**src/rtl/reg_vec_pkg.sv**
```systemverilog
// Shared helpers for the reg_vec register-bank pipeline: lane slicing and count width.
package reg_vec_pkg;

    function automatic int cnt_w(input int depth);
        return $clog2(depth + 1);
    endfunction

    // Returns lane k of a flat lane-packed vector, zero-extended; caller truncates to w bits.
    function automatic logic [1023:0] lane_sel(input logic [1023:0] bits, input int k, input int w);
        logic [1023:0] m;
        m = ~({1024{1'b1}} << w);
        return (bits >> (k * w)) & m;
    endfunction

endpackage

```
**src/rtl/reg_vec_stage.sv**
```systemverilog
// One elastic pipeline slot: a valid bit plus the full vector word it carries.
module reg_vec_stage #(
    parameter int BW = 2
) (
    input  logic          clk,
    input  logic          rst_n,
    input  logic          flush,
    input  logic          in_valid,
    input  logic [BW-1:0] in_bits,
    input  logic          move_in,
    input  logic          move_out,
    output logic          valid,
    output logic [BW-1:0] data
);

    // Data loads only for a real word arriving, so bubbles leave the previous word in place.
    always_ff @(posedge clk or negedge rst_n) begin
        if (!rst_n) begin
            valid <= 1'b0;
            data  <= '0;
        end else if (flush) begin
            valid <= 1'b0;
        end else if (move_in || move_out) begin
            valid <= in_valid && move_in;
            if (move_in && in_valid) data <= in_bits;
        end
    end

endmodule

```
**src/rtl/reg_vec_pipe.sv**
```systemverilog
// LANES x WIDTH register vector through a DEPTH-stage elastic pipe with per-lane write mask,
// flush and occupancy count.
module reg_vec_pipe
    import reg_vec_pkg::*;
#(
    parameter int LANES = 2,
    parameter int WIDTH = 1,
    parameter int DEPTH = 2
) (
    input  logic                      clk,
    input  logic                      reset_n,
    input  logic                      io_in_valid,
    output logic                      io_in_ready,
    input  logic [LANES*WIDTH-1:0]    io_in_bits,
    input  logic [LANES-1:0]          io_in_mask,
    input  logic                      io_flush,
    output logic                      io_out_valid,
    input  logic                      io_out_ready,
    output logic [LANES*WIDTH-1:0]    io_out_bits,
    output logic [cnt_w(DEPTH)-1:0]   io_count
);

    localparam int BW = LANES * WIDTH;
    localparam int CW = cnt_w(DEPTH);

    if (DEPTH < 1) begin : g_bad_depth
        $error("reg_vec_pipe: DEPTH must be >= 1");
    end

    logic [DEPTH-1:0]         valid, move, up_valid, up_move;
    logic [DEPTH-1:0][BW-1:0] data, up_bits;
    logic [BW-1:0]            last, merged;
    logic                     accept;

    for (genvar k = 0; k < LANES; k++) begin : g_lane
        assign merged[k*WIDTH +: WIDTH] = io_in_mask[k]
            ? WIDTH'(lane_sel(1024'(io_in_bits), k, WIDTH))
            : last[k*WIDTH +: WIDTH];
    end

    assign accept = io_in_valid && io_in_ready;

    always_ff @(posedge clk or negedge reset_n) begin
        if (!reset_n)    last <= '0;
        else if (accept) last <= merged;
    end

    // A stage can advance if the output is draining or any later stage has a hole;
    // this is the unrolled form of move[i] = !valid[i+1] | move[i+1].
    for (genvar i = 0; i < DEPTH; i++) begin : g_move
        if (i == DEPTH - 1) begin : g_tail
            assign move[i] = io_out_ready;
        end else begin : g_body
            assign move[i] = io_out_ready || !(&valid[DEPTH-1:i+1]);
        end
    end

    assign io_in_ready = (!valid[0] || move[0]) && !io_flush;

    for (genvar i = 0; i < DEPTH; i++) begin : g_stage
        if (i == 0) begin : g_head
            assign up_valid[i] = io_in_valid;
            assign up_move[i]  = io_in_ready;
            assign up_bits[i]  = merged;
        end else begin : g_link
            assign up_valid[i] = valid[i-1];
            assign up_move[i]  = move[i-1];
            assign up_bits[i]  = data[i-1];
        end

        reg_vec_stage #(.BW(BW)) u_stage (
            .clk      (clk),
            .rst_n    (reset_n),
            .flush    (io_flush),
            .in_valid (up_valid[i]),
            .in_bits  (up_bits[i]),
            .move_in  (up_move[i]),
            .move_out (move[i]),
            .valid    (valid[i]),
            .data     (data[i])
        );
    end

    always_comb begin
        io_count = '0;
        for (int i = 0; i < DEPTH; i++) io_count = io_count + CW'(valid[i]);
    end

    // Output handshake is suppressed while flushing so the consumer never takes a dropped word.
    assign io_out_valid = valid[DEPTH-1] && !io_flush;
    assign io_out_bits  = data[DEPTH-1];

endmodule
```
**config.mk**
```make
export PLATFORM = sky130hd
export DESIGN_NAME = reg_vec_pipe
export DESIGN_NICKNAME = d
export VERILOG_FILES = /design/src/rtl/reg_vec_pkg.sv /design/src/rtl/reg_vec_stage.sv /design/src/rtl/reg_vec_pipe.sv
export SDC_FILE = /design/constraint.sdc
export NUM_CORES = 1
export LEC_CHECK = 0
export BUFFER_PORTS_ARGS = -buffer_cell sky130_fd_sc_hd__buf_4
export CORE_AREA = 2 2 39 41
export CTS_BUF_LIST = sky130_fd_sc_hd__clkbuf_8
export DETAILED_ROUTE_END_ITERATION = 8
export DIE_AREA = 0 0 41 43
export GPL_TIMING_DRIVEN = 0
export HOLD_SLACK_MARGIN = 0.1
export PLACE_DENSITY = 0.61
export SLEW_MARGIN = 30
export SYNTH_ARGS = -nofsm -noshare
export SYNTH_HDL_FRONTEND = slang
export SYNTH_SLANG_ARGS = --single-unit
```
**constraint.sdc**
```tcl
create_clock -name clk -period 1.95 [get_ports clk]
set_input_delay 0.195 -clock clk [delete_from_list [all_inputs] [get_ports clk]]
set_output_delay 0.195 -clock clk [all_outputs]
set_load 0.01 [all_outputs]
```
After elaboration in Yosys (flattened, before gate mapping)
Index checks and enable logic that the tools add are counted.
Operators by class
  $add $sub $neg: 1
  muxes and demuxes: 6
  bitwise operators: 1
  reductions and logical operators: 15
Operators with widths (count)
  1-bit two-way mux: 6
  3-bit AND reduction: 2
  1-bit logical AND: 4
  1-bit logical OR: 4
  2-bit nonzero test: 2
  1-bit logical NOT: 3
  1-bit by 1-bit adder with 2-bit output: 1
  1-bit inverter: 1
Word-level totals
  register bits after elaboration: 8
  input port bits: 9
  output and inout bits: 6
  word-level logic and storage cells: 28

Longest topological paths before layout
  word-level depth: 7
  mapped depth: 3

Cells and area by module
From an unflattened synthesis, not the netlist that was laid out.
Second synthesis, totals
  cells, all modules: 31
  area total of the unflattened synthesis: 387.9 um2
Modules (own cells, without submodules)
  reg_vec_stage: times used 2, cells an instance 9, area each 122.6 um2, seq. area each 75.1 um2
  reg_vec_pipe: times used 1, cells an instance 13, area each 142.6 um2, seq. area each 50.0 um2

Least setup slack after synthesis
Ideal clock, no wire load.
  path kind: flip-flop to flip-flop
  from: register g_stage[1].u_stage.valid
  to: register g_stage[0].u_stage.data[0]
  setup time: 0.125 ns
  data arrival time: 1.266 ns
  data required time: 1.825 ns
  setup slack: 0.559 ns
  stages on the path, launching flop included: 4
  buffers on the path: 0
  clock period less this slack: 1.391 ns
  cell sequence: dfrtp_1 > and3b_4 > or3b_4 > mux2_4
On the way
  longest elaborated chain between the ends: 6
Ends and longest elaborated chain
  start: declaration: line reg_vec_stage.sv:12  | output logic valid,
  start signal: assignment: line reg_vec_stage.sv:24  | valid <= in_valid && move_in;
  1-bit logical NOT *: line reg_vec_pipe.sv:54  | assign move[i] = io_out_ready || !(&valid[DEPTH-1:i+1]);
  1-bit logical OR *: line reg_vec_pipe.sv:54
  1-bit logical OR: line reg_vec_pipe.sv:58  | assign io_in_ready = (!valid[0] || move[0]) && !io_flush;
  1-bit logical AND: line reg_vec_pipe.sv:58
  1-bit logical AND / 1-bit logical OR (equally long branches): line reg_vec_stage.sv:25, reg_vec_stage.sv:23
  3-bit AND reduction (no line) *
  end signal: assignment: line reg_vec_stage.sv:25  | if (move_in && in_valid) data <= in_bits;
  end: declaration: line reg_vec_stage.sv:13  | output logic [BW-1:0] data
Every way passes the cells marked *; elsewhere a longest branch is shown, timed or not.
A chain may end at the register's enable or synchronous reset.

Worst setup path in the final report
  from: register g_stage[1].u_stage.valid
  to: register g_stage[0].u_stage.data[1]
Same word-level chain as after synthesis.

==> reports/results.ini <==
[sta]
worstMarginPinSlew_ns=0.141
worst_slack_ns=0.504
maxSlewHeadroom_pct=90.6
setup_viol=0
post-route-period-util_pct=74.2
fin_setup_tns_ns=0
final_hold_viol_count=0
finalClockSkew_ns=0.000913
grt_setup_unrepaired=no
post-route-min-period_ns=1.45
max_freq_mhz=691
slew_viol_final=0

[global_route]
grt_remaining_overflow=0
met2_usage_pct=16.9
grt_antenna_before_repair=0
track_usage_pct=12.1
grt_max_degree=9
grt_pass1_wl_um=1300
busiest_layer=met2
first_global_vias=315
met3_usage_pct=6.28
met1_usage_pct=12.6

[floorplan]
ios=15
coreArea_um2=1380
die_h_um=43
die_area_um2=1760
start_util_pct=30.1
rows=14
dieWidth_um=41

[drt]
avgRoutedWirePerCell_um=11.4
vias=311
drt_wl_total_um=751
drt-pass1-iter-count=1
ant_nets=0
drt_iter0_markers=0
viasPerCell=4.71
drc=0

[synth]
synth_cell_type_count=14
synth_xor_area_share_pct=0
yosysSeqAreaShare_pct=48.0
synth-seq-cells=8
synth_nets=42
synthMuxAreaShare_pct=23.4
ys_warn_count=0
syn_area_um2=417
synth_top_family_by_area=multiplexers
synth_compound_area_share_pct=3.30
synthAdderAreaFrac_pct=3.00
syn_avg_cell_area_um2=13.0
syn_inst=32
synth-simple-area-share_pct=16.8

[setup_path]
criticalPathCategory=reg2reg
crit_fanout=5
required_ns=2.06
critPathLaunchType=flip-flop
arrival_ns=1.56
critPathCaptureType=flip-flop

[placed_design]
place_ws_ns=0.506
port_buffers=14
post_dp_cell_area_um2=542
place_congestion=0.711

[min_path]
hold_path.class=in2reg

[pwr]
irDropWorstVdd_uv=360
leakage_uw=0.000296
power.density_cell_area_nw_per_um2=941

[final_layout]
final_util_pct=42.9
fill_cells=136
antennaDiodeCount=0
seqCellArea_um2=200
final_common_cell=buf_4
layout-drive-gt1-share_pct=50.0
fin_nets=62
multi_input_area_um2=194
syn2layout_area_growth_pct=42.3
final_cell_mix=buf_4, dfrtp_1, nor2_1, mux2_1, clkbuf_8
postLayoutCellArea_um2=593

[clock_tree]
root_buffer=clkbuf_8
cts_buffer_depth=2
cts_tree=yes
cts_sinks=8
worstSkewPairLatency_ns=0.23
htreeDepth=1
clk_pin_slew_ns=0.04
cts_buffers=3
cts_setup_buffers=0

[job]
cap_violations=0

[run_status]
status=completed

==> report_power, final <==
part,internal (uW),switching [uW]
Combinational,93.3,45.0
Sequential,203,17.8
Clock,134,65.3
==> worst max-delay path: stages (launching register included) <==
cell and delay [ns]:
dfrtp_1 0.41, and3b_4 0.22, or3b_4 0.40, mux2_4 0.30
==> logic make-up (layout without fill, tap and decap cells) <==
family | count (synthesis) | after routing
adder cells (fa/ha/maj) | 1 | 1
flip-flops | 8 | 8
buffers and inverters | 4 | 22
multiplexers | 8 | 8
AO/OA/AOI/OAI | 2 | 2
AND/OR/NAND/NOR | 9 | 9
==> cell usage after synthesis, drive strengths merged <==
cell / n / area, um^2
dfrtp: 8 / 200
mux2: 8 / 97.6
nor2: 4 / 15.0
and4bb: 2 / 25.0
buf: 2 / 15.0
inv: 2 / 7.51
a211o: 1 / 8.76
a21oi: 1 / 5.00
and3b: 1 / 12.5
ha: 1 / 12.5
nor2b: 1 / 6.26
or3b: 1 / 11.3
==> metal layers <==
metal	part of all wire, %	up-vias
met1	39	148
met5	0	-
met3	8.3	5
met4	3.9	0
met2	49	12
li1	-	146
==> per-stage QoR <==
stage / hold slack (ns) / total power, uW / instances
floorplan: -0.101 / 303 / 32
global placement: 0.0195 / 359 / 62
finish: 0.180 / 558 / 66
global route: 0.188 / 595 / 66
CTS: 0.174 / 570 / 66
detailed placement: 0.0207 / 364 / 62
==> worst paths after layout <==
check | startpoint | endpoint | slack, ns | depth (start not counted)
max | g_stage[1].u_stage.valid$_DFFE_PN0P_ | g_stage[0].u_stage.data[1]$_DFFE_PN0P_ | 0.50 | 3
min | io_flush | g_stage[0].u_stage.valid$_DFFE_PN0P_ | 0.18 | 2
min in group asynchronous | reset_n | g_stage[0].u_stage.data[0]$_DFFE_PN0P_ | 0.32 | 2
min reg2reg | last[1]$_DFFE_PN0N_ | last[1]$_DFFE_PN0N_ | 0.48 | 1
max in group asynchronous | reset_n | g_stage[0].u_stage.valid$_DFFE_PN0P_ | 1.50 | 2
max reg2reg | g_stage[1].u_stage.valid$_DFFE_PN0P_ | g_stage[0].u_stage.data[1]$_DFFE_PN0P_ | 0.50 | 3
==> cell type report <==
cell class / count / area share (%)
Buffer: 2 / 2.53
Clock buffer: 3 / 6.96
Inverter: 2 / 1.27
Multi-Input combinational cell: 20 / 32.7
Sequential cell: 8 / 33.8
Tap cell: 16 / 3.38
Timing Repair Buffer: 15 / 19.4
==> flip-flops by register name (all words and copies together), names as in the netlist <==
name,count
last,2
g_stage.u_stage.valid,2
g_stage.u_stage.data,4
==> timing repair <==
| item | in CTS | in global routing |
|---|---|---|
| hold buffers | 1 | 0 |
| resized for setup | 0 | 0 |
| hold endpoints to repair | 8 | 0 |
(Power assumes the default switching activity.)
